===== config.mk =====
export PLATFORM = sky130hd
export DESIGN_NAME = bsg_reset_sequencer
export DESIGN_NICKNAME = d
export VERILOG_FILES = /design/src/rtl/bsg_reset_sequencer.sv
export SDC_FILE = /design/constraint.sdc
export NUM_CORES = 1
export LEC_CHECK = 0
export BUFFER_PORTS_ARGS = -buffer_cell sky130_fd_sc_hd__buf_2
export CORE_MARGIN = 2
export CORE_UTILIZATION = 54
export CTS_BUF_LIST = sky130_fd_sc_hd__clkbuf_8
export DETAILED_ROUTE_END_ITERATION = 16
export GPL_ROUTABILITY_DRIVEN = 0
export PLACE_DENSITY = 0.76
export SYNTH_ARGS = -nofsm -noshare
export SYNTH_HDL_FRONTEND = slang
export SYNTH_SLANG_ARGS = --single-unit

===== constraint.sdc =====
create_clock -name clk_i -period 2.05 [get_ports clk_i]
set_input_delay 0.41 -clock clk_i [delete_from_list [all_inputs] [get_ports clk_i]]
set_output_delay 0.41 -clock clk_i [all_outputs]
set_load 0.02 [all_outputs]

===== src/rtl/bsg_reset_sequencer.sv =====
`default_nettype none
// ============================================================================
//  Module      : bsg_reset_sequencer
//  Description : Staged reset-release controller. Holds every downstream
//                stage in reset after chip reset, then releases the stages in
//                order. Each release is followed by a fixed settle wait and a
//                bounded wait for that stage's ready acknowledge.
//  Revision    : 1.0 - initial release
// ============================================================================
module bsg_reset_sequencer #(
  parameter int num_stages_p     = 4,
  parameter int hold_cycles_p    = 8,
  parameter int wait_cycles_p    = 16,
  parameter int timeout_cycles_p = 255,
  localparam int c_idx_w = (num_stages_p > 1) ? $clog2(num_stages_p) : 1
) (
  input  logic                    clk_i,
  input  logic                    reset_n_i,
  input  logic                    restart_i,
  input  logic [num_stages_p-1:0] stage_ready_i,
  output logic [num_stages_p-1:0] stage_reset_o,
  output logic                    done_o,
  output logic                    error_o,
  output logic [c_idx_w-1:0]      err_stage_o
);

  // One shared counter must cover the longest of the three intervals.
  localparam int c_cnt_max_hw = (hold_cycles_p > wait_cycles_p) ? hold_cycles_p : wait_cycles_p;
  localparam int c_cnt_max    = (c_cnt_max_hw > timeout_cycles_p) ? c_cnt_max_hw : timeout_cycles_p;
  localparam int c_cnt_w      = $clog2(c_cnt_max + 1);

  localparam logic [c_cnt_w-1:0] c_cnt_sat      = c_cnt_w'(c_cnt_max);
  localparam logic [c_cnt_w-1:0] c_hold_last    = c_cnt_w'(hold_cycles_p - 1);
  localparam logic [c_cnt_w-1:0] c_wait_last    = c_cnt_w'(wait_cycles_p - 1);
  localparam logic [c_cnt_w-1:0] c_timeout_last = c_cnt_w'(timeout_cycles_p - 1);
  localparam logic [c_idx_w-1:0] c_idx_last     = c_idx_w'(num_stages_p - 1);

  typedef enum logic [2:0] {
    s_hold  = 3'd0,
    s_wait  = 3'd1,
    s_check = 3'd2,
    s_done  = 3'd3,
    s_error = 3'd4
  } state_t;

  state_t                  state_q, state_d;
  logic [c_cnt_w-1:0]      cnt_q, cnt_d;
  logic [c_idx_w-1:0]      idx_q, idx_d;
  logic [num_stages_p-1:0] stage_reset_q, stage_reset_d;
  logic                    done_q, done_d;
  logic                    error_q, error_d;
  logic [c_idx_w-1:0]      err_stage_q, err_stage_d;

  logic [c_cnt_w-1:0]      cnt_inc;
  logic [c_idx_w-1:0]      idx_nxt;
  logic                    ready_sel;
  logic [num_stages_p-1:0] release_mask;

  // Selected ready bit, saturating counter step and one-hot mask of the next stage.
  always_comb begin
    cnt_inc      = (cnt_q == c_cnt_sat) ? cnt_q : cnt_q + c_cnt_w'(1);
    idx_nxt      = idx_q + c_idx_w'(1);
    ready_sel    = 1'b0;
    release_mask = '0;
    for (int i = 0; i < num_stages_p; i++) begin
      if (idx_q == c_idx_w'(i)) begin
        ready_sel = stage_ready_i[i];
      end
      if (idx_nxt == c_idx_w'(i)) begin
        release_mask[i] = 1'b1;
      end
    end
  end

  // Sequencing state machine next-state logic; restart overrides everything.
  always_comb begin
    state_d       = state_q;
    cnt_d         = cnt_q;
    idx_d         = idx_q;
    stage_reset_d = stage_reset_q;
    done_d        = done_q;
    error_d       = error_q;
    err_stage_d   = err_stage_q;

    case (state_q)
      s_hold: begin
        stage_reset_d = '1;
        if (cnt_q == c_hold_last) begin
          stage_reset_d[0] = 1'b0;
          cnt_d            = '0;
          state_d          = s_wait;
        end else begin
          cnt_d = cnt_inc;
        end
      end
      s_wait: begin
        // Settle time: the stage's ready is deliberately not looked at here.
        if (cnt_q == c_wait_last) begin
          cnt_d   = '0;
          state_d = s_check;
        end else begin
          cnt_d = cnt_inc;
        end
      end
      s_check: begin
        // A ready seen on the final timeout edge still counts as success.
        if (ready_sel) begin
          cnt_d = '0;
          if (idx_q == c_idx_last) begin
            done_d  = 1'b1;
            state_d = s_done;
          end else begin
            idx_d         = idx_nxt;
            stage_reset_d = stage_reset_q & ~release_mask;
            state_d       = s_wait;
          end
        end else if (cnt_q == c_timeout_last) begin
          error_d     = 1'b1;
          err_stage_d = idx_q;
          state_d     = s_error;
        end else begin
          cnt_d = cnt_inc;
        end
      end
      s_done, s_error: begin
        // Terminal states: outputs hold until restart or reset.
      end
      default: begin
        // Illegal encoding: fall back to a full sequence from the start.
        stage_reset_d = '1;
        done_d        = 1'b0;
        error_d       = 1'b0;
        err_stage_d   = '0;
        idx_d         = '0;
        cnt_d         = '0;
        state_d       = s_hold;
      end
    endcase

    if (restart_i) begin
      stage_reset_d = '1;
      done_d        = 1'b0;
      error_d       = 1'b0;
      err_stage_d   = '0;
      idx_d         = '0;
      cnt_d         = '0;
      state_d       = s_hold;
    end
  end

  // State and output registers with synchronous active-low reset.
  always_ff @(posedge clk_i) begin
    if (!reset_n_i) begin
      state_q       <= s_hold;
      cnt_q         <= '0;
      idx_q         <= '0;
      stage_reset_q <= '1;
      done_q        <= 1'b0;
      error_q       <= 1'b0;
      err_stage_q   <= '0;
    end else begin
      state_q       <= state_d;
      cnt_q         <= cnt_d;
      idx_q         <= idx_d;
      stage_reset_q <= stage_reset_d;
      done_q        <= done_d;
      error_q       <= error_d;
      err_stage_q   <= err_stage_d;
    end
  end

  assign stage_reset_o = stage_reset_q;
  assign done_o        = done_q;
  assign error_o       = error_q;
  assign err_stage_o   = err_stage_q;

endmodule
`default_nettype wire

Yosys cells after proc, flatten, opt, wreduce, memory -nomap -nowiden

Cells that the tools add are included.

Register bits after elaboration: 21
Bits in latches: 0
RAM bits: 0
ROM bits: 0
Output and inout bits: 8
Logic and storage cells: 87
Memories: 0

$add $sub $neg: 2
$mul: 0
Div/mod/pow operators: 0
Order comparisons: 0
Eq/ne operators: 23
Shift operators: 0
Mux-type cells: 36
Bitwise gates (word level): 6
Reduce and logical (&&, ||, !) cells: 13

Operators with widths:

| cell                  | count |
|---|---|
| $mux W8               | 5 |
| $pmux W8 S4           | 1 |
| $eq A8 B8 Y1 const B  | 2 |
| $ne A2 B2 Y1 const B  | 7 |
| $mux W1               | 13 |
| $mux W3               | 4 |
| $pmux W3 S4           | 1 |
| $pmux W4 S3           | 1 |
| $reduce_and A3 Y1     | 4 |
| $mux W2               | 5 |
| $add A8 B1 Y8 const B | 1 |
| $eq A2 B2 Y1 const B  | 4 |
| $eq A8 B3 Y1 const B  | 1 |
| $eq A8 B4 Y1 const B  | 1 |
| $mux W4               | 2 |
| $pmux W2 S2           | 2 |
| $eq A3 B2 Y1 const B  | 2 |
| $ne A3 B3 Y1 const B  | 2 |
| $and A4 B4 Y4         | 1 |
| $eq A2 B1 Y1 const B  | 2 |
| $logic_not A2 Y1      | 2 |
| $not A1 Y1            | 4 |
| $not A4 Y4            | 1 |
| $pmux W1 S2           | 2 |
| 9 further kinds       | 10 |

Logic depth before layout (Yosys ltp)

Depth after elaboration: 8
Gate-level depth with buffers: 9

Least setup slack after synthesis

OpenSTA, ideal clock, no wires.

Path kind: flip-flop to flip-flop
Start point: reg idx_q[0]
End point: reg cnt_q[2]
Data arrival time: 2.031 ns
Required time: 1.978 ns
Slack: -0.053 ns
Stages on the path, launching flop included: 9
Path buffers: 1
Period minus slack after synthesis: 2.103 ns
Path through: dfxtp_1 -> inv_1 -> ha_1 -> a211oi_1 -> a221o_1 -> buf_2 -> a31oi_1 -> or4b_1 -> a21oi_1

Word-level cells in the longest chain between the ends: 7
Elaborated cells between the ends (all ways): 12

Ends and longest elaborated chain:

| item                                             | line | RTL |
|---|---|---|
| from (decl)                                      | 48   | `logic [c_idx_w-1:0] idx_q, idx_d;` |
| from (signal assigned)                           | 164  | `idx_q <= idx_d;` |
| $logic_not A2 Y1                                 | 66   | `if (idx_q == c_idx_w'(i)) begin` |
| $mux W1 (3 in a row)                             | 66   |  |
| $mux W1 (*)                                      | 66   |  |
| $mux W8 or $ne A3 B3 Y1 (tied branches)          | -    |  |
| $pmux W8 S4 or $reduce_and A2 Y1 (tied branches) | -    |  |
| to (signal assigned)                             | 163  | `cnt_q <= cnt_d;` |
| to (decl)                                        | 47   | `logic [c_cnt_w-1:0] cnt_q, cnt_d;` |

Mark *: on every way between the ends. The rest lies on a longest branch, timed or not.
A chain may end at the register's enable or synchronous reset.

Final worst setup path

Start point: reg idx_q[1]
End point: reg cnt_q[2]

The elaborated chain is that of the path after synthesis.

==> results.toml <==
[clock_network]
tritoncts = "built"
clock-sinks = 21
clk_latency_ns = 0.27
ctsHoldBuffers = 0
clk_pin_slew_worst_paths_ns = 0.08
clk_path_buf_depth = 2
root_buffer = "clkbuf_8"
numCtsBuffers = 3
htreeDepth = 1

[setup_path]
setup.worst_path.end = "cnt_q[2]$_SDFFE_PP0P_"
rr_worst_depth = 7
cp_slowest_stage_delay_ns = 0.55
path_cells = "inv_1 > ha_2 > a211oi_2 > a221o_1 > a31oi_2 > or4b_1 > a21oi_1"
cpMaxStageDelayCell = "or4b_1"
startpoint = "idx_q[1]$_SDFFE_PP0P_"
cp-start-kind = "flop"
worstSetupPathType = "flop to flop"
crit_fanout = 4
rr_endpoint = "cnt_q[2]$_SDFFE_PP0P_"
end_kind = "flop"
r2r_start = "idx_q[1]$_SDFFE_PP0P_"
arrival_ns = 2.24
critical_path_required_ns = 2.25
rrSetupSlack_ns = 0.009

[die]
io_pins = 15
die_h_um = 53.1
fp-row-count = 17
start_util_pct = 57.7
coreArea_mm2 = 0.00225
die-area_mm2 = 0.00282
die_w_um = 53.1

[layout]
finalNetCount = 211
syn_to_final_growth_pct = 22.1
drive_gt1_share_pct = 23.7
layout_commonest_cell = "buf_4"
layout_common_cells = "buf_4 (20), dfxtp_1 (18), nor2_1 (16), buf_2 (14), nand2_1 (13)"
n_antenna_cell = 0

[timing]
fmax_mhz = 490
min_period_ns = 2.04
hold_viol = 0
setup_tns_ns = 0
rsz0062_at_grt = "true"
setup_ws_ns = 0.00865
finalSetupViolations = 0
maxSlewHeadroom_pct = 72.3
slew_viol_final = 0
fin_worst_skew_ns = 0.00118
min_period_over_period_pct = 99.6
worst_slew_pin_slew_ns = 0.412

[yosys]
ys_ff_latch = 21
yosys_warnings = 0
syn_area_mm2 = 0.00130
synth_edf_count = 0
synthesis.nets = 181
ys_seq_area_share_pct = 32.3
syn_avg_cell_area_um2 = 7.89
synth.area.top_cells = "dfxtp_1 (32%), ha_1 (8.7%), o21ai_0 (4.6%)"
yosysUniqueCellTypes = 42
yosysTopAreaCellShare_pct = 32.3
ys.flop_type = "dfxtp_1"
yosys.area.top_type = "dfxtp_1"
async_flop_share_pct = 0
synthCells = 165

[route]
dr.pass1.iters = 4
dr.first_iter.drc_count = 35
viasPerCell = 6.18
routed-via-count = 1373
wire_per_inst_um = 15.6
antenna_left = 0
wirelength_um = 3460
drc = 0

[job]
maxCapViolCount = 0

[grt]
grt_overflow = 0
track_usage_pct = 26.6
grt_pass1_wl_um = 5450
grt_max_degree = 15
grt_antenna_before_repair = 0
grt_pass1_vias = 1221

[placement]
dp.final_hpwl_um = 2370
post-place-ws_ns = 0.0118
io_buffers = 14

[pwr]
leakagePower_nw = 0.611
p_per_area_mw_per_mm2 = 463
worst_ir_drop_vdd_mv = 0.544
power_mw = 0.736

[outcome]
status = "finished, final reports clean"

[hold_path]
min_path_type = "flop to flop"
==> cell type report <==
type	instances	area (µm²)
Multi-Input combinational cell	124	821
Fill cell	201	666
Sequential cell	21	427
Timing Repair Buffer	34	220
Clock buffer	3	41.3
Inverter	11	41.3
Tap cell	28	35.0
Clock inverter	1	3.75
==> metrics by stage <==
step | hold WS [ns] | util, % | cells | instance area, µm²
after global placement | 0.443 | 65.4 | 212 | 1470
final | 0.462 | 70.5 | 222 | 1590
after detailed placement | 0.457 | 65.4 | 212 | 1470
after global routing | 0.497 | 70.5 | 222 | 1590
after floorplan | 0.475 | - | 165 | 1300
after CTS | 0.468 | 67.5 | 216 | 1520
==> cell usage after synthesis, types with 3 or more instances <==
cell	instances
dfxtp_1	21
nor2_1	16
ha_1	9
nor2b_1	3
a21oi_1	9
nand4_1	4
nand2_1	13
clkbuf_1	3
inv_1	11
nor3_1	4
buf_2	5
a31oi_1	6
nand3_1	6
o211ai_1	3
a41oi_1	3
o21ai_0	12
==> registers in the layout, indices dropped and copies added, names as in the netlist <==
register	count
stage_reset_o	4
error_o	1
state_q	3
err_stage_o	2
cnt_q	8
idx_q	2
done_o	1
==> logic make-up after synthesis <==
kind of cell | after synthesis | share of synthesized area (%)
simple gates | 63 | 25.9
compound gates | 50 | 25.5
flops | 21 | 32.3
buf+inv | 20 | 6.25
fa+ha+maj | 9 | 8.65
xor+xnor | 1 | 0.673
mux | 1 | 0.769
==> routing by layer <==
| metal | up-vias | track usage (%) | routed length, µm |
|---|---|---|---|
| li1 | 671 | - | - |
| met4 | 0 | 10.3 | 63 |
| met3 | 7 | 3.39 | 180 |
| met2 | 49 | 45.6 | 1630 |
| met5 | - | 0 | 0 |
| met1 | 646 | 33.6 | 1580 |
==> timing repair <==
item | CTS | global route
setup buffers | 0 | 6
setup endpoints to repair | 1 | 4
pin swaps | 1 | 3
gates resized for setup | 1 | 6
==> worst min-delay path by stage <==
stage | startpoint | endpoint | slack [ns] | cells after the start
2_1_floorplan | cnt_q[6]$_SDFFE_PP0P_ | cnt_q[6]$_SDFFE_PP0P_ | 0.47 | 1
3_3_place_gp | error_o$_SDFFE_PP0P_ | error_o$_SDFFE_PP0P_ | 0.44 | 2
3_5_place_dp | stage_reset_o[1]$_SDFFE_PP1P_ | stage_reset_o[1]$_SDFFE_PP1P_ | 0.46 | 2
4_1_cts | stage_reset_o[1]$_SDFFE_PP1P_ | stage_reset_o[1]$_SDFFE_PP1P_ | 0.47 | 2
5_1_grt | stage_reset_o[1]$_SDFFE_PP1P_ | stage_reset_o[1]$_SDFFE_PP1P_ | 0.50 | 2
6_report | stage_reset_o[1]$_SDFFE_PP1P_ | stage_reset_o[1]$_SDFFE_PP1P_ | 0.46 | 2
==> power breakdown <==
group          internal [mW]  switching [mW]
clock                  0.134           0.144
sequential             0.408         0.00209
combinational         0.0215          0.0262
total                  0.563           0.172
==> critical path, delay by kind of cell (launching register included) <==
family	cells	cell delay (ns)
AO/OA/AOI/OAI	4	0.75
adder cells (fa/ha/maj)	1	0.21
buffers and inverters	1	0.10
flip-flops	1	0.37
AND/OR/NAND/NOR	1	0.55
No activity file was read; power rests on OpenSTA's default activity.
